## src/rtl/ex_matrix_unit_pkg.sv

```systemverilog
// Shared ALU control code, FSM encoding and element helper for the EX-stage
// 2x2 signed 8-bit matrix multiply unit.
package ex_matrix_unit_pkg;

  localparam logic [3:0] ALU_MATRIX_MUL = 4'b1010;

  typedef enum logic [1:0] {
    ST_IDLE = 2'd0,
    ST_CALC = 2'd1,
    ST_DONE = 2'd2
  } mat_state_e;

  // Element idx = 2*row + col; (0,0) lives in bits 7:0, (1,1) in bits 31:24.
  function automatic logic [7:0] mat_elem(input logic [31:0] m, input logic [1:0] idx);
    return m[{idx, 3'b000} +: 8];
  endfunction

endpackage

```

## src/rtl/ex_matrix_unit_mac8.sv

```systemverilog
// Signed 8x8 multiply feeding a 17-bit accumulator; shared by all MAC steps.
// sum_lo is the low byte of the accumulator plus this cycle's product.
module mac8 (
  input  logic       clk,
  input  logic       rst,
  input  logic       clr,
  input  logic       en,
  input  logic [7:0] a,
  input  logic [7:0] b,
  output logic [7:0] sum_lo
);

  logic signed [15:0] prod;
  logic signed [16:0] sum;
  logic signed [16:0] acc_d;
  logic signed [16:0] acc_q;

  assign prod   = $signed(a) * $signed(b);
  assign sum    = acc_q + {prod[15], prod};
  assign sum_lo = sum[7:0];

  // clr wins over en so the final step of an element can consume sum and
  // leave a clean accumulator for the next element in the same cycle.
  always_comb begin
    acc_d = acc_q;
    if (clr) begin
      acc_d = '0;
    end else if (en) begin
      acc_d = sum;
    end
  end

  always_ff @(posedge clk or posedge rst) begin
    if (rst) begin
      acc_q <= '0;
    end else begin
      acc_q <= acc_d;
    end
  end

endmodule

```

## src/rtl/ex_matrix_unit.sv

```systemverilog
// Multi-cycle EX unit computing C = A x B on packed 2x2 signed 8-bit matrices,
// one MAC per cycle, stalling the pipeline until the product is ready.
module ex_matrix_unit
  import ex_matrix_unit_pkg::*;
#(
  parameter int DATA_W = 32,
  parameter int ELEM_W = 8
) (
  input  logic              clk,
  input  logic              rst,
  input  logic              ex_valid,
  input  logic [3:0]        alu_ctrl,
  input  logic [DATA_W-1:0] op_a,
  input  logic [DATA_W-1:0] op_b,
  input  logic              pipe_stall,
  input  logic              flush,
  output logic              stall_req,
  output logic              busy,
  output logic              result_valid,
  output logic [DATA_W-1:0] result
);

  // Handshake: the unit accepts when hit is seen in IDLE and holds stall_req
  // until the product is complete; result is only meaningful while
  // result_valid is high, and DONE is left on the first cycle with !pipe_stall.

  mat_state_e        state_q, state_d;
  logic [1:0]        e_q, e_d;
  logic              k_q, k_d;
  logic [DATA_W-1:0] a_q, a_d;
  logic [DATA_W-1:0] b_q, b_d;
  logic [DATA_W-1:0] result_q, result_d;

  logic              hit;
  logic              mac_clr;
  logic              mac_en;
  logic [ELEM_W-1:0] mac_a;
  logic [ELEM_W-1:0] mac_b;
  logic [ELEM_W-1:0] mac_sum_lo;

  assign hit = ex_valid && (alu_ctrl == ALU_MATRIX_MUL) && !flush;

  // Step (e,k) multiplies A[r][k] by B[k][c] with r=e[1], c=e[0].
  assign mac_a = mat_elem(a_q, {e_q[1], k_q});
  assign mac_b = mat_elem(b_q, {k_q, e_q[0]});

  mac8 u_mac8 (
    .clk    (clk),
    .rst    (rst),
    .clr    (mac_clr),
    .en     (mac_en),
    .a      (mac_a),
    .b      (mac_b),
    .sum_lo (mac_sum_lo)
  );

  always_ff @(posedge clk or posedge rst) begin
    if (rst) begin
      state_q  <= ST_IDLE;
      e_q      <= '0;
      k_q      <= 1'b0;
      a_q      <= '0;
      b_q      <= '0;
      result_q <= '0;
    end else begin
      state_q  <= state_d;
      e_q      <= e_d;
      k_q      <= k_d;
      a_q      <= a_d;
      b_q      <= b_d;
      result_q <= result_d;
    end
  end

  always_comb begin
    state_d = state_q;
    if (flush) begin
      state_d = ST_IDLE;
    end else begin
      case (state_q)
        ST_IDLE: if (hit) state_d = ST_CALC;
        ST_CALC: if (k_q && (e_q == 2'd3)) state_d = ST_DONE;
        ST_DONE: if (!pipe_stall) state_d = ST_IDLE;
        default: state_d = ST_IDLE;
      endcase
    end
  end

  // Counters, operand latches and element write-back.
  always_comb begin
    e_d      = e_q;
    k_d      = k_q;
    a_d      = a_q;
    b_d      = b_q;
    result_d = result_q;
    mac_clr  = 1'b0;
    mac_en   = 1'b0;
    if (flush) begin
      mac_clr = 1'b1;
      e_d     = '0;
      k_d     = 1'b0;
    end else if ((state_q == ST_IDLE) && hit) begin
      a_d     = op_a;
      b_d     = op_b;
      e_d     = '0;
      k_d     = 1'b0;
      mac_clr = 1'b1;
    end else if (state_q == ST_CALC) begin
      mac_en = 1'b1;
      if (k_q) begin
        result_d[{e_q, 3'b000} +: ELEM_W] = mac_sum_lo;
        mac_clr = 1'b1;
        k_d     = 1'b0;
        e_d     = e_q + 2'd1;
      end else begin
        k_d = 1'b1;
      end
    end
  end

  always_comb begin
    busy         = (state_q == ST_CALC);
    result_valid = (state_q == ST_DONE) && !flush;
    stall_req    = !rst && (((state_q == ST_IDLE) && hit) || (state_q == ST_CALC));
    result       = result_q;
  end

endmodule

```

## config.mk

```make
export PLATFORM = sky130hd
export DESIGN_NAME = ex_matrix_unit
export DESIGN_NICKNAME = d
export VERILOG_FILES = /design/src/rtl/ex_matrix_unit_pkg.sv /design/src/rtl/ex_matrix_unit_mac8.sv /design/src/rtl/ex_matrix_unit.sv
export SDC_FILE = /design/constraint.sdc
export NUM_CORES = 1
export LEC_CHECK = 0
export ABC_AREA = 1
export BUFFER_PORTS_ARGS = -buffer_cell sky130_fd_sc_hd__buf_2
export CAP_MARGIN = 20
export CORE_MARGIN = 8
export CORE_UTILIZATION = 35
export CTS_BUF_LIST = sky130_fd_sc_hd__clkbuf_16
export CTS_CLUSTER_DIAMETER = 80
export DETAILED_ROUTE_END_ITERATION = 10
export GPL_ROUTABILITY_DRIVEN = 0
export REMOVE_ABC_BUFFERS = 1
export SLEW_MARGIN = 0
export SYNTH_ARGS = -nofsm -noshare
export SYNTH_HDL_FRONTEND = slang
export SYNTH_SLANG_ARGS = --single-unit
```

## constraint.sdc

```tcl
create_clock -name clk -period 5.8 [get_ports clk]
set_input_delay 0.58 -clock clk [delete_from_list [all_inputs] [get_ports clk]]
set_output_delay 0.58 -clock clk [all_outputs]
set_load 0.02 [all_outputs]
```

==> impl_metrics.env <==
export IMPL_status="complete, no violations"
export IMPL_drt_wl_total_um=15900
export IMPL_dp_hpwl_um=12000
export IMPL_tns_ns=0
export IMPL_setup_viol=0
export IMPL_first_global_vias=5451
export IMPL_dp_cells=1121
export IMPL_cp_max_fo=29
export IMPL_worst_path_buf_inv=4
export IMPL_antenna_cells=0
export IMPL_drt_iter0_markers=320
export IMPL_grt_start_max_net_pins=68
export IMPL_crit_chain="inv_2 -> nand2_1 -> nand3_1 -> nand2_2 -> inv_2 -> nand2_1 -> fa_1 -> fa_1 -> fa_1 -> fa_1 -> inv_1 -> ha_1 -> xor2_1 -> ha_1 -> nand2_1 -> o21ai_0 -> a21oi_1 -> or2_1 -> nand2_1 -> inv_1 -> nand3_1 -> nand2_2 -> nand3_1 -> nand2_1"
export IMPL_initial_core_util=0.357
export IMPL_layout_min_cycle_time_ns=5.24
export IMPL_cp_common_cell="nand2_1"
export IMPL_fmax_mhz=191
export IMPL_avgRoutedWirePerCell_um=14.0
export IMPL_worstSkewPairLatency_ns=0.36
export IMPL_post_cts_resized=0
export IMPL_nNetsFinal=1025
export IMPL_cts_buffers_inserted=9
export IMPL_firstDrtPassIters=5
export IMPL_layout_common_cells="nand2_1, dfrtp_1, buf_2, inv_1, o21ai_0"
export IMPL_hp_class="in -> async"
export IMPL_ant_nets=0
export IMPL_clkSinkCount=109
export IMPL_overflow=0
export IMPL_core_area_sq_mm=0.0172
export IMPL_ys_ff_latch=109
export IMPL_synth_area_sq_mm=0.00616
export IMPL_cts_reportedPaths_clkPinSlew_ns=0.07
export IMPL_finClkSkew_ns=0.0111
export IMPL_crit_type="reg -> reg"
export IMPL_required_ns=6.04
export IMPL_vias=5229
export IMPL_synth_distinct_cells=31
export IMPL_yosys_warnings=0
export IMPL_cts_hold_buffers=0
export IMPL_finalHoldViolations=0
export IMPL_dieArea_sq_mm=0.0221
export IMPL_synth_area_per_cell_sq_um=7.61
export IMPL_ir_worst_vdd_v=0.000141
export IMPL_io_pins=108
export IMPL_end_kind="flop"
export IMPL_viasPerCell=4.59
export IMPL_cp_arrival_ns=5.48
export IMPL_cellLeakagePower_nw=3.96
export IMPL_fin_cells=1138
export IMPL_drv_cap=0
export IMPL_post_cts_buffers=0
export IMPL_cpMaxStageDelayCell="fa_1"
export IMPL_rsz0062_at_grt="false"
export IMPL_crit_family="adder cells"
export IMPL_area_growth_pct=16.8
export IMPL_worst_pin_slew_ns=0.739
export IMPL_layout_commonest_cell="nand2_1"
export IMPL_finalPower_mw=2.24
export IMPL_die_w_um=149
export IMPL_die_h_um=149
export IMPL_startpoint_type="flop"
export IMPL_cts_htree_levels=3
export IMPL_maxSlewHeadroom=0.507
export IMPL_drive_gt1_frac=0.164
export IMPL_clockBufferDepth=2
export IMPL_port_buffer_count=107
export IMPL_ys_seq_area_frac=0.443
export IMPL_cts_root_buf="clkbuf_16"
export IMPL_cts_tree="built"
export IMPL_drv_slew=0
export IMPL_synthCells=809
export IMPL_grt_pass1_wl_um=27000
export IMPL_slowest_delay_ns=0.58
export IMPL_grt_total_usage=0.152
export IMPL_drc=0
export IMPL_power_density_mw_per_mm2=311
export IMPL_antenna_found_initial=0
export IMPL_period_share=0.903
export IMPL_num_rows=48
==> cells by family (layout without fill, tap and decap cells) <==
| logic type | Yosys count | after routing | share of synthesized area |
|---|---|---|---|
| compound gates | 77 | 77 | 0.0689 |
| fa+ha+maj | 44 | 44 | 0.105 |
| xor+xnor | 10 | 10 | 0.0142 |
| simple gates | 444 | 444 | 0.288 |
| flops | 109 | 109 | 0.443 |
| buf+inv | 125 | 229 | 0.0808 |
==> cell usage after synthesis <==
cell type | n | share of area
a21oi_1 | 9 | 0.0073
buf_1 | 1 | 0.00061
buf_2 | 5 | 0.0041
buf_4 | 2 | 0.0024
buf_6 | 2 | 0.0037
clkbuf_1 | 15 | 0.0091
clkinv_1 | 1 | 0.00061
dfrtp_1 | 109 | 0.44
fa_1 | 13 | 0.042
ha_1 | 31 | 0.063
inv_1 | 93 | 0.057
inv_2 | 6 | 0.0037
nand2_1 | 339 | 0.21
nand2_2 | 4 | 0.0041
nand3_1 | 48 | 0.039
nand3_2 | 1 | 0.0016
nand3b_1 | 1 | 0.0012
nand4_1 | 3 | 0.0030
nor2_1 | 40 | 0.024
nor2_2 | 2 | 0.0020
nor3_1 | 3 | 0.0024
nor3_2 | 1 | 0.0016
nor4_1 | 1 | 0.0010
o211ai_1 | 3 | 0.0037
o211ai_2 | 2 | 0.0041
o21ai_0 | 54 | 0.044
o21ai_2 | 2 | 0.0028
o22ai_1 | 7 | 0.0071
or2_1 | 1 | 0.0010
xnor2_1 | 5 | 0.0071
xor2_1 | 5 | 0.0071
==> area by class of cell <==
type                            count  area [sq um]
Multi-Input combinational cell    575          2940
Tap cell                          225           282
Sequential cell                   109          2730
Clock inverter                      7          48.8
Timing Repair Buffer              113           593
Fill cell                        1799         10000
Clock buffer                        9           225
Inverter                          100           378
==> per-stage QoR <==
| step | utilization | worst slack (ns) | instance area [sq um] | hold slack, ns |
|---|---|---|---|---|
| after floorplan | - | 0.626 | 6040 | 0.449 |
| after global placement | 0.400 | 0.640 | 6900 | 0.462 |
| after detailed placement | 0.400 | 0.544 | 6900 | 0.467 |
| after CTS | 0.416 | 0.528 | 7170 | 0.354 |
| after global routing | 0.417 | 0.130 | 7190 | 0.370 |
| final | 0.417 | 0.561 | 7190 | 0.335 |
==> flip-flops by register name, indices dropped and copies added, names as in the netlist <==
| name | count |
|---|---|
| a_q | 32 |
| b_q | 32 |
| e_q | 2 |
| k_q | 1 |
| result | 32 |
| state_q | 2 |
| u_mac8.acc_q | 8 |
==> final timing paths <==
path	start	endpoint	slack, ns	cells after the start
worst max-delay path	k_q$_DFFE_PP0P_	result[23]$_DFFE_PP0P_	0.56	24
worst min-delay path	rst	result[15]$_DFFE_PP0P_	0.34	2
worst max register to register	k_q$_DFFE_PP0P_	result[23]$_DFFE_PP0P_	0.56	24
worst min register to register	result[12]$_DFFE_PP0P_	result[12]$_DFFE_PP0P_	0.48	2
max in group asynchronous	rst	b_q[8]$_DFFE_PP0P_	4.28	3
min in group clk	op_b[1]	b_q[1]$_DFFE_PP0P_	0.41	3
==> power breakdown <==
part | switching (mW) | total [mW] | internal (mW) | leakage (nW)
clock | 0.291 | 0.584 | 0.293 | 0.136
combinational | 0.477 | 0.753 | 0.277 | 2.40
sequential | 0.0460 | 0.899 | 0.853 | 1.43
==> per-layer routing <==
metal | wire length, um | global-route usage | up-vias
li1 | - | - | 2696
met1 | 7600 | 0.196 | 2430
met2 | 7550 | 0.252 | 89
met3 | 550 | 0.0261 | 14
met4 | 199 | 0.0510 | 0
met5 | 0 | 0 | -
==> worst register-to-register path: stages, from the launching register on <==
cell	delay, ns
dfrtp_1	0.39
inv_2	0.39
nand2_1	0.12
nand3_1	0.10
nand2_2	0.11
inv_2	0.09
nand2_1	0.08
fa_1	0.45
fa_1	0.58
fa_1	0.45
fa_1	0.55
inv_1	0.04
ha_1	0.33
xor2_1	0.16
ha_1	0.32
nand2_1	0.08
o21ai_0	0.18
a21oi_1	0.07
or2_1	0.23
nand2_1	0.07
inv_1	0.04
nand3_1	0.08
nand2_2	0.10
nand3_1	0.08
nand2_1	0.06
No activity file was read; power rests on OpenSTA's default activity.
